==> config.mk <==
export PLATFORM = sky130hd
export DESIGN_NAME = mw_pipe_reg_skid
export DESIGN_NICKNAME = d
export VERILOG_FILES = /design/src/rtl/mw_pipe_reg_skid.sv
export SDC_FILE = /design/constraint.sdc
export NUM_CORES = 1
export LEC_CHECK = 0
export ABC_CLOCK_PERIOD_IN_PS = 10100
export BUFFER_PORTS_ARGS = -buffer_cell sky130_fd_sc_hd__buf_2
export CORE_MARGIN = 2
export CORE_UTILIZATION = 45
export DETAILED_ROUTE_END_ITERATION = 6
export HOLD_SLACK_MARGIN = 0.08
export PLACE_DENSITY = 0.79
export SLEW_MARGIN = 40
export SYNTH_ARGS = -nofsm -noshare
export SYNTH_HDL_FRONTEND = slang
export SYNTH_SLANG_ARGS = --single-unit
==> constraint.sdc <==
create_clock -name clk -period 10.1 [get_ports clk]
set_clock_uncertainty 0.05 [all_clocks]
set_input_delay 0 -clock clk [delete_from_list [all_inputs] [get_ports clk]]
set_output_delay 0 -clock clk [all_outputs]
set_load 0.005 [all_outputs]
==> src/rtl/mw_pipe_reg_skid.sv <==
// Pipeline register with valid/ready handshake, optional 2-entry skid buffer,
// synchronous flush and optional control gating on bubbles.
module mw_pipe_reg_skid #(
  parameter int CTRL_W     = 3,
  parameter int DATA_W     = 68,
  parameter int SKID       = 1,
  parameter int CLEAR_CTRL = 1
) (
  input  logic              clk,
  input  logic              reset,
  input  logic              in_valid,
  output logic              in_ready,
  input  logic [CTRL_W-1:0] in_ctrl,
  input  logic [DATA_W-1:0] in_data,
  input  logic              flush,
  output logic              out_valid,
  input  logic              out_ready,
  output logic [CTRL_W-1:0] out_ctrl,
  output logic [DATA_W-1:0] out_data,
  output logic [1:0]        occupancy
);

  logic              main_valid;
  logic [CTRL_W-1:0] main_ctrl;
  logic [DATA_W-1:0] main_data;
  logic              in_fire;
  logic              out_fire;

  assign out_valid = main_valid;
  assign out_data  = main_data;
  assign out_fire  = main_valid & out_ready;
  assign in_fire   = in_valid & in_ready;

  // Gating keeps a drained (stale) main entry from asserting RegWrite/PCSrc.
  generate
    if (CLEAR_CTRL != 0) begin : g_clear
      assign out_ctrl = main_ctrl & {CTRL_W{main_valid}};
    end else begin : g_raw
      assign out_ctrl = main_ctrl;
    end
  endgenerate

  generate
    if (SKID != 0) begin : g_skid
      logic              skid_valid;
      logic [CTRL_W-1:0] skid_ctrl;
      logic [DATA_W-1:0] skid_data;

      // skid_valid implies main_valid, so this encodes 0/1/2 directly.
      assign in_ready  = ~skid_valid;
      assign occupancy = {skid_valid, main_valid & ~skid_valid};

      always_ff @(posedge clk or posedge reset) begin
        if (reset) begin
          main_valid <= 1'b0;
          main_ctrl  <= '0;
          main_data  <= '0;
          skid_valid <= 1'b0;
          skid_ctrl  <= '0;
          skid_data  <= '0;
        end else if (flush) begin
          main_valid <= 1'b0;
          main_ctrl  <= '0;
          skid_valid <= 1'b0;
          skid_ctrl  <= '0;
        end else if (skid_valid) begin
          if (out_fire) begin
            main_ctrl  <= skid_ctrl;
            main_data  <= skid_data;
            skid_valid <= 1'b0;
          end
        end else if (main_valid) begin
          if (in_fire && out_fire) begin
            main_ctrl <= in_ctrl;
            main_data <= in_data;
          end else if (in_fire) begin
            skid_ctrl  <= in_ctrl;
            skid_data  <= in_data;
            skid_valid <= 1'b1;
          end else if (out_fire) begin
            main_valid <= 1'b0;
          end
        end else if (in_fire) begin
          main_ctrl  <= in_ctrl;
          main_data  <= in_data;
          main_valid <= 1'b1;
        end
      end
    end else begin : g_single
      assign in_ready  = out_ready | ~main_valid;
      assign occupancy = {1'b0, main_valid};

      always_ff @(posedge clk or posedge reset) begin
        if (reset) begin
          main_valid <= 1'b0;
          main_ctrl  <= '0;
          main_data  <= '0;
        end else if (flush) begin
          main_valid <= 1'b0;
          main_ctrl  <= '0;
        end else if (in_fire) begin
          main_ctrl  <= in_ctrl;
          main_data  <= in_data;
          main_valid <= 1'b1;
        end else if (out_fire) begin
          main_valid <= 1'b0;
        end
      end
    end
  endgenerate

endmodule

---- Word-level counts from Yosys, hierarchy flattened ----
Index checks and enable logic that the tools add are counted.
storage, ports and cells
  flip-flop bits (word level) ............. 144
  input port bits ......................... 76
operators by class
  eq/ne operators ......................... 6
  multiplexer cells ....................... 26
  bitwise gates (word level) .............. 7
  reduce and logical (&&, ||, !) cells .... 9
operators by type and width
  kind                                                                      count
  68-bit two-way mux                                                        5
  3-bit two-way mux                                                         10
  1-bit two-way mux                                                         11
  4-bit AND reduction                                                       2
  2-bit inequality test (second input constant)                             3
  5-bit AND reduction                                                       1
  4-bit by 2-bit inequality test with 1-bit output (second input constant)  1
  2-bit nonzero test                                                        2
  4-bit nonzero test                                                        1
  1-bit bitwise AND                                                         3
  3-bit bitwise AND                                                         1
  3-bit by 1-bit inequality test with 1-bit output (second input constant)  1
  3-bit inequality test (second input constant)                             1
  1-bit inverter                                                            3
  3-bit AND reduction                                                       1
  3-bit nonzero test                                                        1
  1-bit logical AND                                                         1

---- Logic depth before layout (Yosys ltp) ----
  depth in word-level cells ............... 7
  depth in mapped cells ................... 7

---- Worst setup path after synthesis ----
OpenSTA, ideal clock, no wires.
  kind .................................... reg-to-reg
  from .................................... register g_skid.skid_valid
  to ...................................... register main_data[62], in the netlist out_data[62]
  arrival ................................. 1669 ps
  data required time ...................... 9925 ps
  setup slack ............................. 8256 ps
  stages on the path, launching flop included .. 7
  cells stage by stage .................... dfrtp_1 buf_2 nor2b_1 nor4_4 buf_4 buf_6 mux2_2
between the ends
  longest elaborated chain between the ends .. 5
ends and longest elaborated chain
  item                                                        line  RTL
  from (decl)                                                 45    logic skid_valid;
  from (signal assigned)                                      58    skid_valid <= 1'b0;
  from (signal assigned)                                      64    skid_valid <= 1'b0;
  from (signal assigned)                                      70    skid_valid <= 1'b0;
  1-bit inverter (no line)                                    --
  1-bit bitwise AND                                           32    assign in_fire = in_valid & in_ready;
  1-bit logical AND                                           73    if (in_fire && out_fire) begin
  3-bit by 1-bit inequality test with 1-bit output (no line)  --
  4-bit AND reduction (no line)                               --
  to (signal assigned)                                        69    main_data <= skid_data;
  to (signal assigned)                                        75    main_data <= in_data;
  to (signal assigned)                                        85    main_data <= in_data;
  to (decl)                                                   25    logic [DATA_W-1:0] main_data;
Parallel ways exist; a longest one is shown, timed or not.
A chain may end at the register's enable or synchronous reset.

---- Worst setup path in the final report ----
  from .................................... register g_skid.skid_valid
  to ...................................... register g_skid.skid_data[17]
between the ends
  longest elaborated chain between the ends .. 5
ends and longest elaborated chain
  item                             line  RTL
  1-bit inverter (no line) *       --
  1-bit bitwise AND                32
  1-bit logical AND                73
  1-bit inverter (no line)         --
  5-bit AND reduction (no line) *  --
  to (signal assigned)             78    skid_data <= in_data;
  to (decl)                        47    logic [DATA_W-1:0] skid_data;
Every way passes the cells marked *; elsewhere a longest branch is shown, timed or not.

==> impl_metrics.ini <==
[outcome]
status = finished clean

[routing]
wl_um = 13300
post_drt_via_cell_ratio = 5.045
drt-initial-drc-count = 157
drc = 0
wire_per_inst_um = 16.03
antenna_left = 0
vias = 4187
dr.pass1.iters = 4

[critical_path]
slowest_stage = dfrtp_4
cp-end-kind = flip-flop
cpPeakStageDelay_ns = 0.67
worst_ep_required_time_ns = 10.34
arrival_ns = 2.92
cp_cell_sequence = buf_12 > and4bb_4 > nor2b_4 > buf_4 > buf_12 > mux2_2
setup.worst_path.start_class = flip-flop
criticalPathCategory = flip-flop to flip-flop
path_max_fanout = 45
cp_common_cell = buf_12

[timing]
setup_tns_ns = 0
timing.final.hold_violations = 0
timing.final.ws_setup_ns = 7.423
whs_ns = 0.1688
rsz0062_at_grt = no
max_freq_mhz = 373.5
period_share = 0.2651
slew_violations = 0
worstMarginPinSlew_ns = 0.6711
relSlewSlack = 0.5526
period_minus_slack_ns = 2.677
setup_viol = 0

[clock_tree]
post_cts.repair.setup_buffers = 0
path_clk_slew_ns = 0.06
clock_latency_ns = 0.41
cts-resized-gates = 0
clockBufferDepth = 2
numCtsBuffers = 17
cts-root-buf = clkbuf_16
h-tree-depth = 4
cts_num_sinks = 144
cts_tree = done

[floorplanning]
initial_utilization = 0.4585
num_rows = 43
dieWidth_um = 122.5
io_pins = 151
die_y_um = 122.5
die_area_um2 = 15000
core_area_um2 = 13770

[logic_synthesis]
synth-main-ff-cell = dfrtp_1
ys_ff_latch = 144
synth-seq-area-share = 0.5706
yosys_warnings = 0
syn-num-nets = 487
yosys-top-cells-count = 183 x mux2_2, 144 x dfrtp_1, 24 x mux2_1
synth_edf_count = 0
yosysTopAreaCellShare = 0.5706
synth.cell_area_um2 = 6315
syn_area_per_cell_um2 = 15.36
synth_most_common_cell = mux2_2
yosys-top-cells-area = dfrtp_1 57%, mux2_2 33%, mux2_1 4.3%
yosys.area.top_type = dfrtp_1
synthArstFlopShare = 1.000
ys_types = 22
synthCells = 411

[power_and_ir_drop]
cellPowerDensity_nw_per_um2 = 207.4
ir_drop_mv = 0.1222
p_leak_nw = 3.910

[placement]
numPortBuffers = 150
gp_congestion = 0.7117
placed_cell_area_um2 = 7217
dpl_worst_slack_ns = 7.291
dp_hpwl_um = 8205

[grt]
antenna_found_initial = 0
grt_pass1_vias = 4576
overflow = 0
grt_max_degree = 77
grt_pass1_wl_um = 22080
grtUsageTotal = 0.1907

[finish]
diodes = 0
finish.instance_area_um2 = 8646
layout-drive-gt1-share = 0.5692
nets = 715
post-route-util = 0.6277
fill_cells = 1016
area_growth_pct = 36.91

[job]
maxCapViolations = 0

[min_path]
min_path_type = input pin to async pin
==> final timing paths <==
check	from	endpoint	slack [ns]	depth (start not counted)
max in group asynchronous	reset	g_skid.skid_valid	8.69	4
worst max register to register	g_skid.skid_valid	g_skid.skid_data[17]	7.42	6
min in group clk	in_data[39]	g_skid.skid_data[39]	0.31	3
worst max-delay path	g_skid.skid_valid	g_skid.skid_data[17]	7.42	6
worst min register to register	g_skid.skid_data[39]	g_skid.skid_data[39]	0.43	1
worst min-delay path	reset	out_data[11]	0.17	3
==> where the power goes <==
group / leakage, nW / switching, W / internal [W]
combinational: 1.87 / 0.000120 / 0.000209
sequential: 1.75 / 0.0000766 / 0.000722
clock: 0.296 / 0.000231 / 0.000435
total: 3.91 / 0.000427 / 0.00137
==> flip-flops by register name, summed over array words and instances (netlist names) <==
signal             cells
g_skid.skid_ctrl       3
g_skid.skid_data      68
g_skid.skid_valid      1
main_ctrl              3
out_data              68
out_valid              1
==> cell type report <==
| class | count | area [um^2] | area share |
|---|---|---|---|
| tap | 180 | 225.2 | 0.02605 |
| multi-input combinational | 235 | 2540 | 0.2938 |
| sequential | 144 | 3607 | 0.4172 |
| clock inverter | 10 | 187.7 | 0.02171 |
| clock buffer | 20 | 436.7 | 0.05051 |
| inverter | 6 | 27.53 | 0.003184 |
| timing repair buffer | 235 | 1622 | 0.1876 |
==> layer usage <==
metal / vias up / GRT usage / wire [um]
met5: - / 0 / 0
met4: 0 / 0.08836 / 317
met3: 24 / 0.04693 / 534
met2: 115 / 0.3205 / 6815
met1: 2127 / 0.2313 / 5635
li1: 1921 / - / -
==> repair_timing <==
action,CTS,global route
setup endpoints to repair,0,0
hold buffers,80,0
hold endpoints to repair,212,0
==> kinds of logic after synthesis <==
logic type             synth area share
AOI/OAI and AO/OA              0.007132
buffers and inverters           0.02833
DFF                              0.5706
muxes                            0.3739
and+or+nand+nor                 0.02001
==> per-stage QoR <==
stage	total power, W	instances
5_1_grt	0.001888	830
2_1_floorplan	0.0009780	411
3_5_place_dp	0.001111	720
4_1_cts	0.001809	830
6_report	0.001793	830
3_3_place_gp	0.001086	718
==> layout by cell type, fill, tap and decap left out, types with 3 or more instances in the layout <==
cell type	n
a211oi_1	4
and2_1	3
buf_2	150
bufinv_16	5
clkbuf_1	3
clkbuf_16	17
dfrtp_1	143
dlygate4sd3_1	80
inv_1	5
mux2_1	24
mux2_2	183
mux2i_1	3
nor2_1	4
nor4_1	3
==> worst max-delay path: cells and delay by family, from the launching register on <==
| family | cells | cell delay (ns) |
|---|---|---|
| AND/OR/NAND/NOR | 2 | 0.51 |
| flip-flops | 1 | 0.67 |
| multiplexers | 1 | 0.37 |
| buffers and inverters | 3 | 0.92 |
No activity file was read; power rests on OpenSTA's default activity.
